[src/rtl/mac_pkg.sv]
// Shared FP16 field constants, FSM encoding and helpers for the MAC accumulation stage.
package mac_pkg;
    localparam int EXP_W = 5;
    localparam int MAN_W = 10;
    localparam int SIG_W = MAN_W + 1;

    localparam logic [EXP_W-1:0] EXP_MAX      = 5'h1F;
    localparam logic [15:0]      FP16_MAXNORM = 16'h7BFF;

    localparam logic MODE_INT = 1'b0;
    localparam logic MODE_FP  = 1'b1;

    typedef enum logic [2:0] {
        IDLE,
        ACC,
        FP_ALIGN,
        FP_NORM,
        ACC_FP,
        HOLD
    } state_t;

    // Operands after compare/align, handed from the first to the second adder stage.
    typedef struct packed {
        logic             ovf;
        logic             sign;
        logic             sub;
        logic [EXP_W-1:0] exp;
        logic [SIG_W-1:0] sig_l;
        logic [SIG_W-1:0] sig_s;
    } fp_align_t;

    function automatic logic [15:0] fp_sat(input logic sign);
        return {sign, FP16_MAXNORM[14:0]};
    endfunction
endpackage

[src/rtl/mac_accumulator_if.sv]
// Product stream in, result out: the handshake bundle around the accumulation stage.
interface mac_accumulator_if #(
    parameter int ACC_W = 32,
    parameter int CNT_W = 8
);
    logic             mode;
    logic             in_valid;
    logic             in_ready;
    logic [15:0]      in_data;
    logic             in_error;
    logic             in_last;
    logic             out_valid;
    logic             out_ready;
    logic [ACC_W-1:0] out_data;
    logic             out_error;
    logic [CNT_W-1:0] out_count;

    modport master (
        output mode, in_valid, in_data, in_error, in_last, out_ready,
        input  in_ready, out_valid, out_data, out_error, out_count
    );

    modport slave (
        input  mode, in_valid, in_data, in_error, in_last, out_ready,
        output in_ready, out_valid, out_data, out_error, out_count
    );
endinterface

[src/rtl/mac_accumulator_fp16_add_2stage.sv]
// Two-cycle FP16 adder: registered compare/align, then combinational add/normalize/saturate.
module fp16_add_2stage
    import mac_pkg::*;
(
    input  logic        clk,
    input  logic        rst,
    input  logic        i_en,
    input  logic [15:0] i_a,
    input  logic [15:0] i_b,
    output logic [15:0] o_sum,
    output logic        o_ovf
);
    fp_align_t r_s1;
    fp_align_t w_s1;

    logic [EXP_W-1:0] w_ea, w_eb;
    logic [SIG_W-1:0] w_siga, w_sigb;
    logic [14:0]      w_ka, w_kb;
    logic [SIG_W:0]   w_sum;

    assign w_ea   = i_a[14:10];
    assign w_eb   = i_b[14:10];
    // exp==0 is zero: hidden bit dropped and mantissa ignored when ranking operands.
    assign w_siga = (w_ea == '0) ? '0 : {1'b1, i_a[MAN_W-1:0]};
    assign w_sigb = (w_eb == '0) ? '0 : {1'b1, i_b[MAN_W-1:0]};
    assign w_ka   = (w_ea == '0) ? '0 : i_a[14:0];
    assign w_kb   = (w_eb == '0) ? '0 : i_b[14:0];

    always_comb begin
        logic [EXP_W-1:0] diff;
        w_s1     = '0;
        diff     = '0;
        w_s1.ovf = (w_ea == EXP_MAX) || (w_eb == EXP_MAX);
        w_s1.sub = i_a[15] ^ i_b[15];
        if (w_s1.ovf) begin
            w_s1.sign = (w_eb == EXP_MAX) ? i_b[15] : i_a[15];
        end else if (w_ka >= w_kb) begin
            diff       = w_ea - w_eb;
            w_s1.sign  = i_a[15];
            w_s1.exp   = w_ea;
            w_s1.sig_l = w_siga;
            w_s1.sig_s = (diff >= 5'd12) ? '0 : (w_sigb >> diff);
        end else begin
            diff       = w_eb - w_ea;
            w_s1.sign  = i_b[15];
            w_s1.exp   = w_eb;
            w_s1.sig_l = w_sigb;
            w_s1.sig_s = (diff >= 5'd12) ? '0 : (w_siga >> diff);
        end
    end

    always_ff @(posedge clk or posedge rst) begin
        if (rst)       r_s1 <= '0;
        else if (i_en) r_s1 <= w_s1;
    end

    // sig_l >= aligned sig_s always holds, so the difference never goes negative.
    assign w_sum = r_s1.sub ? ({1'b0, r_s1.sig_l} - {1'b0, r_s1.sig_s})
                            : ({1'b0, r_s1.sig_l} + {1'b0, r_s1.sig_s});

    always_comb begin
        logic [3:0]        msb;
        logic [3:0]        lz;
        logic signed [6:0] e;
        logic [MAN_W-1:0]  m;
        o_sum = '0;
        o_ovf = 1'b0;
        msb   = '0;
        for (int i = 0; i < SIG_W; i++) begin
            if (w_sum[i]) msb = 4'(i);
        end
        lz = 4'(SIG_W - 1) - msb;
        e  = '0;
        m  = '0;
        if (r_s1.ovf) begin
            o_sum = fp_sat(r_s1.sign);
            o_ovf = 1'b1;
        end else if (w_sum[SIG_W]) begin
            e = $signed({2'b00, r_s1.exp}) + 7'sd1;
            if (e >= $signed({2'b00, EXP_MAX})) begin
                o_sum = fp_sat(r_s1.sign);
                o_ovf = 1'b1;
            end else begin
                o_sum = {r_s1.sign, e[EXP_W-1:0], w_sum[MAN_W:1]};
            end
        end else if (w_sum != '0) begin
            e = $signed({2'b00, r_s1.exp}) - $signed({3'b000, lz});
            m = MAN_W'(w_sum[SIG_W-1:0] << lz);
            if (e > 7'sd0) o_sum = {r_s1.sign, e[EXP_W-1:0], m};
        end
    end
endmodule

[src/rtl/mac_accumulator.sv]
// Per-burst accumulator for the multiplier product stream (INT16 saturating or FP16).
module mac_accumulator
    import mac_pkg::*;
#(
    parameter int ACC_W = 32,
    parameter int CNT_W = 8
) (
    input logic              clk,
    input logic              rst,
    mac_accumulator_if.slave bus
);
    localparam logic [ACC_W-1:0] ACC_MAX = {1'b0, {(ACC_W-1){1'b1}}};
    localparam logic [ACC_W-1:0] ACC_MIN = {1'b1, {(ACC_W-1){1'b0}}};

    state_t           r_state;
    logic             r_mode;
    logic             r_last;
    logic             r_err;
    logic             r_in_ready;
    logic             r_out_valid;
    logic [ACC_W-1:0] r_acc;
    logic [CNT_W-1:0] r_cnt;
    logic [15:0]      r_fp_b;

    logic             w_accept;
    logic             w_first;
    logic             w_mode;
    logic             w_err_base;
    logic [ACC_W-1:0] w_acc_base;
    logic [ACC_W-1:0] w_ext;
    logic [ACC_W-1:0] w_int_sum;
    logic [ACC_W-1:0] w_int_nx;
    logic             w_int_ovf;
    logic [CNT_W-1:0] w_cnt_base;
    logic [CNT_W-1:0] w_cnt_nx;
    logic [15:0]      w_fp_sum;
    logic             w_fp_ovf;

    assign w_accept   = bus.in_valid && r_in_ready;
    assign w_first    = (r_state == IDLE);
    assign w_mode     = w_first ? bus.mode : r_mode;
    // The first beat of a burst starts from a cleared accumulator, error and count.
    assign w_acc_base = w_first ? '0 : r_acc;
    assign w_err_base = w_first ? 1'b0 : r_err;
    assign w_cnt_base = w_first ? '0 : r_cnt;
    assign w_cnt_nx   = (&w_cnt_base) ? w_cnt_base : w_cnt_base + CNT_W'(1);

    assign w_ext      = {{(ACC_W-16){bus.in_data[15]}}, bus.in_data};
    assign w_int_sum  = w_acc_base + w_ext;
    assign w_int_ovf  = (w_acc_base[ACC_W-1] == w_ext[ACC_W-1]) &&
                        (w_int_sum[ACC_W-1] != w_acc_base[ACC_W-1]);
    assign w_int_nx   = !w_int_ovf ? w_int_sum : (w_acc_base[ACC_W-1] ? ACC_MIN : ACC_MAX);

    fp16_add_2stage u_fp_add (
        .clk   (clk),
        .rst   (rst),
        .i_en  (r_state == FP_ALIGN),
        .i_a   (r_acc[15:0]),
        .i_b   (r_fp_b),
        .o_sum (w_fp_sum),
        .o_ovf (w_fp_ovf)
    );

    always_ff @(posedge clk or posedge rst) begin
        if (rst) begin
            r_state     <= IDLE;
            r_mode      <= MODE_INT;
            r_last      <= 1'b0;
            r_err       <= 1'b0;
            r_acc       <= '0;
            r_cnt       <= '0;
            r_fp_b      <= '0;
            r_in_ready  <= 1'b1;
            r_out_valid <= 1'b0;
        end else begin
            case (r_state)
                IDLE, ACC, ACC_FP: begin
                    if (w_accept) begin
                        r_cnt <= w_cnt_nx;
                        if (w_first) r_mode <= bus.mode;
                        if (w_mode == MODE_FP) begin
                            if (w_first) r_acc <= '0;
                            r_err      <= w_err_base | bus.in_error;
                            r_fp_b     <= bus.in_data;
                            r_last     <= bus.in_last;
                            r_in_ready <= 1'b0;
                            r_state    <= FP_ALIGN;
                        end else begin
                            r_acc <= w_int_nx;
                            r_err <= w_err_base | bus.in_error | w_int_ovf;
                            if (bus.in_last) begin
                                r_in_ready  <= 1'b0;
                                r_out_valid <= 1'b1;
                                r_state     <= HOLD;
                            end else begin
                                r_state <= ACC;
                            end
                        end
                    end
                end
                FP_ALIGN: r_state <= FP_NORM;
                FP_NORM: begin
                    r_acc <= ACC_W'(w_fp_sum);
                    r_err <= r_err | w_fp_ovf;
                    if (r_last) begin
                        r_out_valid <= 1'b1;
                        r_state     <= HOLD;
                    end else begin
                        r_in_ready <= 1'b1;
                        r_state    <= ACC_FP;
                    end
                end
                HOLD: begin
                    if (bus.out_ready) begin
                        r_out_valid <= 1'b0;
                        r_in_ready  <= 1'b1;
                        r_state     <= IDLE;
                    end
                end
                default: begin
                    r_in_ready  <= 1'b1;
                    r_out_valid <= 1'b0;
                    r_state     <= IDLE;
                end
            endcase
        end
    end

    assign bus.in_ready  = r_in_ready;
    assign bus.out_valid = r_out_valid;
    assign bus.out_data  = r_acc;
    assign bus.out_error = r_err;
    assign bus.out_count = r_cnt;
endmodule

[src/flat_wrapper.sv]
// flat-port wrapper written by rule: the top's interface ports become plain ports
module mac_accumulator_flat import mac_pkg::*;
#(
    parameter int ACC_W = 32,
    parameter int CNT_W = 8
)
  (clk, rst, bus_mode, bus_in_valid, bus_in_data, bus_in_error, bus_in_last, bus_out_ready, bus_in_ready, bus_out_valid, bus_out_data, bus_out_error, bus_out_count);
  mac_accumulator_if #(.ACC_W(ACC_W), .CNT_W(CNT_W)) bus_i ();
  input logic clk;
  input logic rst;
  input wire logic [$bits(bus_i.mode)-1:0] bus_mode;
  input wire logic [$bits(bus_i.in_valid)-1:0] bus_in_valid;
  input wire logic [$bits(bus_i.in_data)-1:0] bus_in_data;
  input wire logic [$bits(bus_i.in_error)-1:0] bus_in_error;
  input wire logic [$bits(bus_i.in_last)-1:0] bus_in_last;
  input wire logic [$bits(bus_i.out_ready)-1:0] bus_out_ready;
  output wire logic [$bits(bus_i.in_ready)-1:0] bus_in_ready;
  output wire logic [$bits(bus_i.out_valid)-1:0] bus_out_valid;
  output wire logic [$bits(bus_i.out_data)-1:0] bus_out_data;
  output wire logic [$bits(bus_i.out_error)-1:0] bus_out_error;
  output wire logic [$bits(bus_i.out_count)-1:0] bus_out_count;
  assign bus_i.mode = bus_mode;
  assign bus_i.in_valid = bus_in_valid;
  assign bus_i.in_data = bus_in_data;
  assign bus_i.in_error = bus_in_error;
  assign bus_i.in_last = bus_in_last;
  assign bus_i.out_ready = bus_out_ready;
  assign bus_in_ready = bus_i.in_ready;
  assign bus_out_valid = bus_i.out_valid;
  assign bus_out_data = bus_i.out_data;
  assign bus_out_error = bus_i.out_error;
  assign bus_out_count = bus_i.out_count;
  mac_accumulator #(.ACC_W(ACC_W), .CNT_W(CNT_W)) u_core (.clk(clk), .rst(rst), .bus(bus_i));
endmodule
[config.mk]
export PLATFORM = sky130hd
export DESIGN_NAME = mac_accumulator_flat
export DESIGN_NICKNAME = d
export VERILOG_FILES = /design/src/rtl/mac_pkg.sv /design/src/rtl/mac_accumulator_if.sv /design/src/rtl/mac_accumulator_fp16_add_2stage.sv /design/src/rtl/mac_accumulator.sv /design/src/flat_wrapper.sv
export SDC_FILE = /design/constraint.sdc
export NUM_CORES = 1
export LEC_CHECK = 0
export ABC_AREA = 1
export CAP_MARGIN = 20
export CORE_ASPECT_RATIO = 0.7
export CORE_MARGIN = 3
export CORE_UTILIZATION = 40
export CTS_CLUSTER_DIAMETER = 150
export DETAILED_ROUTE_END_ITERATION = 6
export PLACE_DENSITY_LB_ADDON = 0.05
export REMOVE_ABC_BUFFERS = 1
export SLEW_MARGIN = 20
export SYNTH_ARGS = -nofsm -noshare
export SYNTH_HDL_FRONTEND = slang
export SYNTH_SLANG_ARGS = --single-unit
[constraint.sdc]
create_clock -name clk -period 5.3 [get_ports clk]
set_input_delay 1.59 -clock clk [delete_from_list [all_inputs] [get_ports clk]]
set_output_delay 1.59 -clock clk [all_outputs]
set_load 0.01 [all_outputs]
==> impl_metrics.ini, run 1 <==
[global_routing]
grt_overflow = 0
grt_start_max_net_pins = 61
grt_pass1_wl_um = 52920
grt.total_usage_pct = 26.48
grt_pass1_vias = 8971
antenna_found_initial = 0

[floorplan]
row_count = 46
fp.dieH_um = 135.4
start_util_pct = 41.43
core_um2 = 23080
die_area_um2 = 25830
io_pins = 66
die_x_um = 190.8

[worst_setup_path]
startpoint = u_core.u_fp_add.r_s1[0]
arrival_ns = 5.14
cpMaxStageDelayCell = dfrtp_1
crit_path_end_kind = register
crit_path_max_incr_delay_ns = 0.41
worstPathRequired_ns = 5.61
worstSetupStartpointType = register
worstPathMaxFanout = 10
path_class = register to register
r2r_setup_slack_ns = 0.47
reg2reg_from = u_core.u_fp_add.r_s1[0]
setup.worst_path.end = u_core.bus.out_data[8]
worst_r2r_endpoint = u_core.bus.out_data[8]
r2r_cells = 35

[clock_tree]
h-tree-depth = 3
clockBufferDepth = 2
worstSkewPairLatency_ns = 0.37
cts_buffers = 9
cts_tree = yes
cts_root_buffer = clkbuf_16
clock_sinks = 94
clkTransAtPathRegs_ns = 0.08

[placement]
port-buffer-count = 65
gp_congestion = 0.9546
dpl-instance-area_um2 = 10600
dp_hpwl_um = 27080

[synthesis]
yosys.area.top_type = dfrtp_1
yosysMostFrequentCell = nand2_1
ys_ff_latch = 94
seq_area_frac_synth_pct = 24.61
synthTopCellsByArea = dfrtp_1, nand2_1, ha_1, inv_1, o21ai_0
yosysTopAreaCellShare_pct = 24.34
synthArstFlopShare_pct = 100.0
ys_top_cells_by_count = nand2_1, inv_1, nor2_1
synth-edff-count = 0
synth_cell_types = 59
yosys_warnings = 0
synth.avg_cell_area_um2 = 6.554
synth_area_um2 = 9563
synthCells = 1459
synth_top_flop_cell = dfrtp_1

[drt]
drt_iter0_markers = 981
vias = 10067
final_antenna_net_count = 0
wl_per_cell_um = 18.44
dr.pass1.iters = 5
postRouteWirelength_um = 33940
via_per_inst = 5.468
drc = 0

[min_path]
worstHoldStart = u_core.bus.out_valid
hp-class = register to register

[sta]
fin_skew_ns = 0.009909
whs_ns = 0.4897
fmax_ghz = 0.2069
tns_ns = 0
finalWorstPathRequiredPeriod_ns = 4.834
tightest_slew_ns = 0.8546
finalSetupViolations = 0
relSlewSlack_pct = 43.03
maxSlewViolCount = 0
finalHoldViolations = 0
finalCritPeriodShare_pct = 91.20

[final_layout]
seq_area_um2 = 2354
postLayoutCoreUtil_pct = 47.90
design_area_um2 = 11050
antenna_cells = 0
fillers = 2431
nets = 1625
area_delta_synth_final_pct = 15.60
multi_input_area_um2 = 6334
drive_gt1_share_pct = 7.587

[flow_run]
drv_cap = 0

[outcome]
status = finished, final reports clean
[cell usage in the layout (no fill, tap or decap), drive strengths merged, types with 10 or more instances in the layout]
master,count
a21oi,86
buf,35
clkbuf,10
clkdlybuf4s50,65
dfrtp,93
ha,73
inv,195
nand2,373
nand3,105
nand4,13
nor2,139
nor3,14
o211ai,20
o21ai,147
o22ai,17
xnor2,16
xor2,31
[area by class of cell]
class | count | share of cell area [%]
flip-flops and latches | 94 | 21.29
clock inverters | 6 | 0.6565
well taps | 312 | 3.531
clock buffers | 10 | 2.162
repair buffers | 100 | 8.398
multi-input cells | 1125 | 57.29
inverters | 194 | 6.667
[worst min-delay path by stage]
| stage | end | slack, ns | depth (start not counted) |
|---|---|---|---|
| after floorplan | u_core.u_fp_add.r_s1[21] | 0.46 | 2 |
| after global placement | u_core.bus.out_valid | 0.47 | 2 |
| after detailed placement | u_core.bus.out_valid | 0.48 | 2 |
| after CTS | u_core.bus.out_valid | 0.50 | 2 |
| after global routing | u_core.r_fp_b[3] | 0.54 | 1 |
| final | u_core.bus.out_valid | 0.49 | 2 |
[routing by layer]
layer  global-route usage [%]  wire [µm]  part of all wire, %  up-vias
met5                        0          0                    0        -
met1                    43.35      17980                   53     4684
met2                    33.39      12430                   37      378
li1                         -          -                    -     4994
met4                    3.096        157                 0.46        0
met3                    8.689       3378                   10       11
[cell families after synthesis]
kind of cell               share of synthesized area (%)
AOI/OAI and AO/OA                                  20.20
xor gates and xnor gates                           4.305
adders and majority gates                          10.60
buffers and inverters                              9.643
DFF                                                24.61
muxes                                              1.164
and+or+nand+nor                                    29.48
[sequential cells by signal, indices dropped and copies added, names as in the netlist]
register and flops:
u_core.r_mode 1, u_core.bus.out_count 8, u_core.u_fp_add.r_s1 30, u_core.bus.out_data 32
u_core.bus.out_valid 1, u_core.r_fp_b 16, u_core.bus.out_error 1, u_core.bus.in_ready 1
u_core.r_last 1, u_core.r_state 3
[what timing repair did]
action                                  in CTS  in global routing
endpoints found under the hold margin        0                  0
resized for setup                            0                 10
endpoints found under the setup margin       0                 16
hold buffers                                 0                  0
setup buffers                                0                  8
[critical path, delay by kind of cell, from the launching register on]
kind | cells | cell delay (ns)
flip-flops | 1 | 0.41
AO/OA/AOI/OAI | 3 | 0.60
buffers and inverters | 6 | 0.42
XOR/XNOR | 1 | 0.15
AND/OR/NAND/NOR | 21 | 2.24
adder cells (fa/ha/maj) | 4 | 0.93
[through the flow]
step | setup slack (ns) | instances
finish | 0.4665 | 1841
global route | -0.01820 | 1841
CTS | 0.1825 | 1831
detailed placement | 0.2034 | 1815
global placement | 0.3282 | 1815
floorplan | 0.6404 | 1413
Power of run 1 is not shown: default switching activity piles up to over one toggle a cycle in this logic, so the estimate is an artifact.
==> run 2, diff against run 1 <==
CAP_MARGIN = not set   (was 20)
SYNTH_HIERARCHICAL = 1   (was not set)
TNS_END_PERCENT = 20   (was not set)
==> impl_metrics.ini, run 2 <==
[worst_setup_path]
cpMaxStageDelayCell = fa_1
worstPathRequired_ns = 5.56
arrival_ns = 5.18
path_class = register to register
worstPathMaxFanout = 9
path_buf_inv = 5
crit_family = simple AND/OR/NAND/NOR gates
crit_path_max_incr_delay_ns = 0.49
worstSetupStartpointType = register
crit_top_cell = nand2_1
crit_path_end_kind = register

[placement]
gp_congestion = 0.9588
numPlacedInstances = 1908
pre_cts_slack_ns = 0.1789
port-buffer-count = 65
dp_hpwl_um = 27370

[sta]
tightest_slew_ns = 1.084
relSlewSlack_pct = 27.63
worst_slack_ns = 0.3866
fmax_ghz = 0.2035
tns_ns = 0
maxSlewViolCount = 0
finalCritPeriodShare_pct = 92.71
finalSetupViolations = 0
finalWorstPathRequiredPeriod_ns = 4.913
fin_skew_ns = 0.01535
finalHoldViolations = 0
rsz0062_at_grt = false

[drt]
vias = 10461
via_per_inst = 5.429
dr.pass1.iters = 6
postRouteWirelength_um = 34540
final_antenna_net_count = 0
drc = 0
wl_per_cell_um = 17.92
drt_iter0_markers = 1088

[synthesis]
synthCells = 1549
yosysMostFrequentCell = nand2_1
synthArstFlopShare_pct = 100.0
synthTopCellsByArea = dfrtp_1, nand2_1, ha_1, inv_1, o21ai_0
yosys_warnings = 6
synth_cell_types = 54
ys_top_cells_by_count = nand2_1, inv_1, nor2_1
seq_area_frac_synth_pct = 23.26
yosysTopAreaCellShare_pct = 23.00
yosys.area.top_type = dfrtp_1
synth_area_um2 = 10120
ys_ff_latch = 94
synth_top_flop_cell = dfrtp_1
synth.avg_cell_area_um2 = 6.533
synth-edff-count = 0

[clock_tree]
cts_buffers = 9
cts_tree = yes
worstSkewPairLatency_ns = 0.38
clkTransAtPathRegs_ns = 0.08
clock_sinks = 94
h-tree-depth = 3
clockBufferDepth = 2
cts_root_buffer = clkbuf_16
cts_hold_buffers = 0

[global_routing]
grt_pass1_wl_um = 54400
grt.total_usage_pct = 25.31
grt_start_max_net_pins = 46
grt_pass1_vias = 9539
grt_overflow = 0
antenna_found_initial = 0

[floorplan]
die_area_um2 = 27270
row_count = 48
die_x_um = 196.1
io_pins = 66
start_util_pct = 40.90
fp.dieH_um = 139.1
core_um2 = 24740

[final_layout]
area_delta_synth_final_pct = 13.04
final_cells = 1927
final_common_cell = nand2_1
drive_gt1_share_pct = 9.551
largest_reg_flops = 32
fillers = 2626
postLayoutCoreUtil_pct = 46.23
nets = 1696
antenna_cells = 0
final_cell_mix = nand2_1, inv_1, nor2_1

[min_path]
hp-class = register to register

[outcome]
status = finished, final reports clean

[flow_run]
drv_cap = 0
## run 2: final cells by class
cell class / count / area [µm²] / share of cell area, %
clock buffers: 9 / 225.2 / 1.969
clock inverters: 7 / 61.31 / 0.5359
inverters: 222 / 840.8 / 7.350
multi-input cells: 1183 / 6724 / 58.78
flip-flops and latches: 94 / 2354 / 20.57
well taps: 325 / 406.6 / 3.555
repair buffers: 87 / 828.3 / 7.241
## run 2: metal layers
layer	track usage (%)	vias to the layer above	routed length, µm
li1	-	5167	-
met1	42.62	4829	18460
met2	32.34	432	12460
met3	4.784	31	3116
met4	4.162	2	388
met5	2.998	-	112
## run 2: cell families (layout without fill, tap and decap cells)
group | Yosys count | after routing | synth area share, %
buffers and inverters | 272 | 325 | 10.58
multiplexers | 14 | 14 | 1.558
AND/OR/NAND/NOR | 715 | 715 | 30.84
flip-flops | 94 | 94 | 23.26
XOR/XNOR | 51 | 51 | 4.674
adder cells (fa/ha/maj) | 76 | 76 | 9.768
AO/OA/AOI/OAI | 327 | 327 | 19.32
## run 2: path summary, 6_finish.rpt
check,cells past startpoint,slack (ns),end,start
setup / recovery,33,0.39,u_core/bus.out_data[5],u_core/u_fp_add/r_s1[0]
hold / removal,2,0.50,u_core/r_last,u_core/r_last
setup reg to reg,33,0.39,u_core/bus.out_data[5],u_core/u_fp_add/r_s1[0]
hold reg to reg,2,0.50,u_core/r_last,u_core/r_last
max in group asynchronous,3,2.72,u_core/bus.in_ready,rst
min in group asynchronous,3,1.67,u_core/u_fp_add/r_s1[26],rst
## run 2: tightest hold or removal path: stages, from the launching register on
cell,delay [ns]
dfrtp_1,0.35
nand2_1,0.05
o21ai_0,0.06
## run 2: timing repair
item | in CTS | in global routing
endpoints found under the setup margin | 0 | 16
buffers inserted | 0 | 3
gates resized for setup | 0 | 13
## run 2: metrics by stage
stage          area [µm²]  hold slack [ns]
2_1_floorplan        9884           0.4530
3_3_place_gp        11100           0.4702
3_5_place_dp        11100           0.4821
4_1_cts             11380           0.5022
5_1_grt             11440           0.5204
6_report            11440           0.4983
Power of run 2 is left out for the same reason.
==> run 3, diff against run 2 <==
SLEW_MARGIN = not set   (was 20)
==> impl_metrics.ini, run 3 (same netlist as run 2, synthesis figures left out) <==
[clock_tree]
cts_tree = yes
cts_root_buffer = clkbuf_16
clockBufferDepth = 2
clock_sinks = 94
h-tree-depth = 3
cts_hold_buffers = 0
clkTransAtPathRegs_ns = 0.08
cts_buffers = 9
worstSkewPairLatency_ns = 0.38

[floorplan]
io_pins = 66
die_area_um2 = 27270
core_um2 = 24740
row_count = 48
fp.dieH_um = 139.1
die_x_um = 196.1
start_util_pct = 40.90

[sta]
finalCritPeriodShare_pct = 92.73
maxSlewViolCount = 0
fin_skew_ns = 0.01548
tightest_slew_ns = 1.091
relSlewSlack_pct = 27.22
finalWorstPathRequiredPeriod_ns = 4.915
fmax_ghz = 0.2035
rsz0062_at_grt = false
finalHoldViolations = 0
finalSetupViolations = 0
tns_ns = 0

[flow_run]
drv_cap = 0

[global_routing]
grt_overflow = 0
grt_start_max_net_pins = 46
grt.total_usage_pct = 25.31
grt_pass1_vias = 9539
antenna_found_initial = 0
grt_pass1_wl_um = 54400

[final_layout]
fillers = 2624
antenna_cells = 0
postLayoutCoreUtil_pct = 46.23
nets = 1696
largest_reg_flops = 32
drive_gt1_share_pct = 9.551
final_common_cell = nand2_1
area_delta_synth_final_pct = 13.03
final_cell_mix = nand2_1, inv_1, nor2_1

[drt]
drt_iter0_markers = 1088
postRouteWirelength_um = 34530
dr.pass1.iters = 7
drc = 7
via_per_inst = 5.419
vias = 10442
final_antenna_net_count = 0
wl_per_cell_um = 17.92

[outcome]
violations = DRC
status = finished, violations left

[worst_setup_path]
worstSetupStartpointType = register
reg2reg_from = u_core/u_fp_add/r_s1[0]
crit_path_max_incr_delay_ns = 0.49
crit_path_end_kind = register
worst_r2r_endpoint = u_core/bus.out_data[5]
arrival_ns = 5.18
r2r_cells = 33
worstPathRequired_ns = 5.56
worstPathMaxFanout = 9
crit_top_cell = nand2_1
cpMaxStageDelayCell = fa_1
path_class = register to register
r2r_setup_slack_ns = 0.39

[placement]
dp_hpwl_um = 27370
gp_congestion = 0.9588
port-buffer-count = 65

[min_path]
worstHoldStart = u_core/r_last
min_to = u_core/r_last
hp-class = register to register
hold_path_depth = 2
[run 3: cell count changes in the layout (fill, tap and decap cells not counted)]
cell | before | now
clkinv_2 | 2 | 1
inv_2 | 8 | 9
[run 3: final cells by class]
type                       count  area, µm²  area share [%]
tap                          325      406.6           3.555
timing repair buffer          87      828.3           7.241
sequential                    94       2354           20.58
multi-input combinational   1183       6724           58.78
clock buffer                   9      225.2           1.969
inverter                     222      839.6           7.340
clock inverter                 7      61.31          0.5360
[run 3: timing repair]
item,4_1_cts,5_1_grt
gates resized for setup,0,13
endpoints found under the setup margin,0,16
buffers inserted,0,3
[run 3: worst max-delay path by stage]
stage	from	end	slack (ns)
2_1_floorplan	u_core/u_fp_add/r_s1[0]	u_core/bus.out_data[6]	0.56
3_3_place_gp	u_core/u_fp_add/r_s1[0]	u_core/bus.out_data[1]	0.32
3_5_place_dp	u_core/u_fp_add/r_s1[0]	u_core/bus.out_data[0]	0.18
4_1_cts	u_core/u_fp_add/r_s1[0]	u_core/bus.out_data[0]	0.14
5_1_grt	u_core/u_fp_add/r_s1[0]	u_core/bus.out_data[5]	0.01
6_report	u_core/u_fp_add/r_s1[0]	u_core/bus.out_data[5]	0.39
[run 3: critical path: cells and delay by family, from the launching register on]
family	cells	cell delay, ns
AO/OA/AOI/OAI	2	0.35
buffers and inverters	5	0.45
flip-flops	1	0.40
AND/OR/NAND/NOR	20	1.92
XOR/XNOR	2	0.32
adder cells (fa/ha/maj)	4	1.35
[run 3: routing by layer]
metal  track usage, %  routed length (µm)  vias up
li1                 -                   -     5165
met1            42.62               18570     4827
met2            32.34               12470      422
met3            4.784                3033       26
met4            4.162                 346        2
met5            2.998                 112        -
[run 3: stage by stage]
step / setup slack, ns / std cells / hold WS [ns] / instance area (µm²)
2_1_floorplan: 0.5570 / 1499 / 0.4530 / 9884
3_3_place_gp: 0.3244 / 1908 / 0.4702 / 11100
3_5_place_dp: 0.1789 / 1908 / 0.4821 / 11100
4_1_cts: 0.1437 / 1924 / 0.5022 / 11380
5_1_grt: 0.01122 / 1927 / 0.5204 / 11440
6_report: 0.3855 / 1927 / 0.4983 / 11440
Power of run 3 is left out for the same reason.
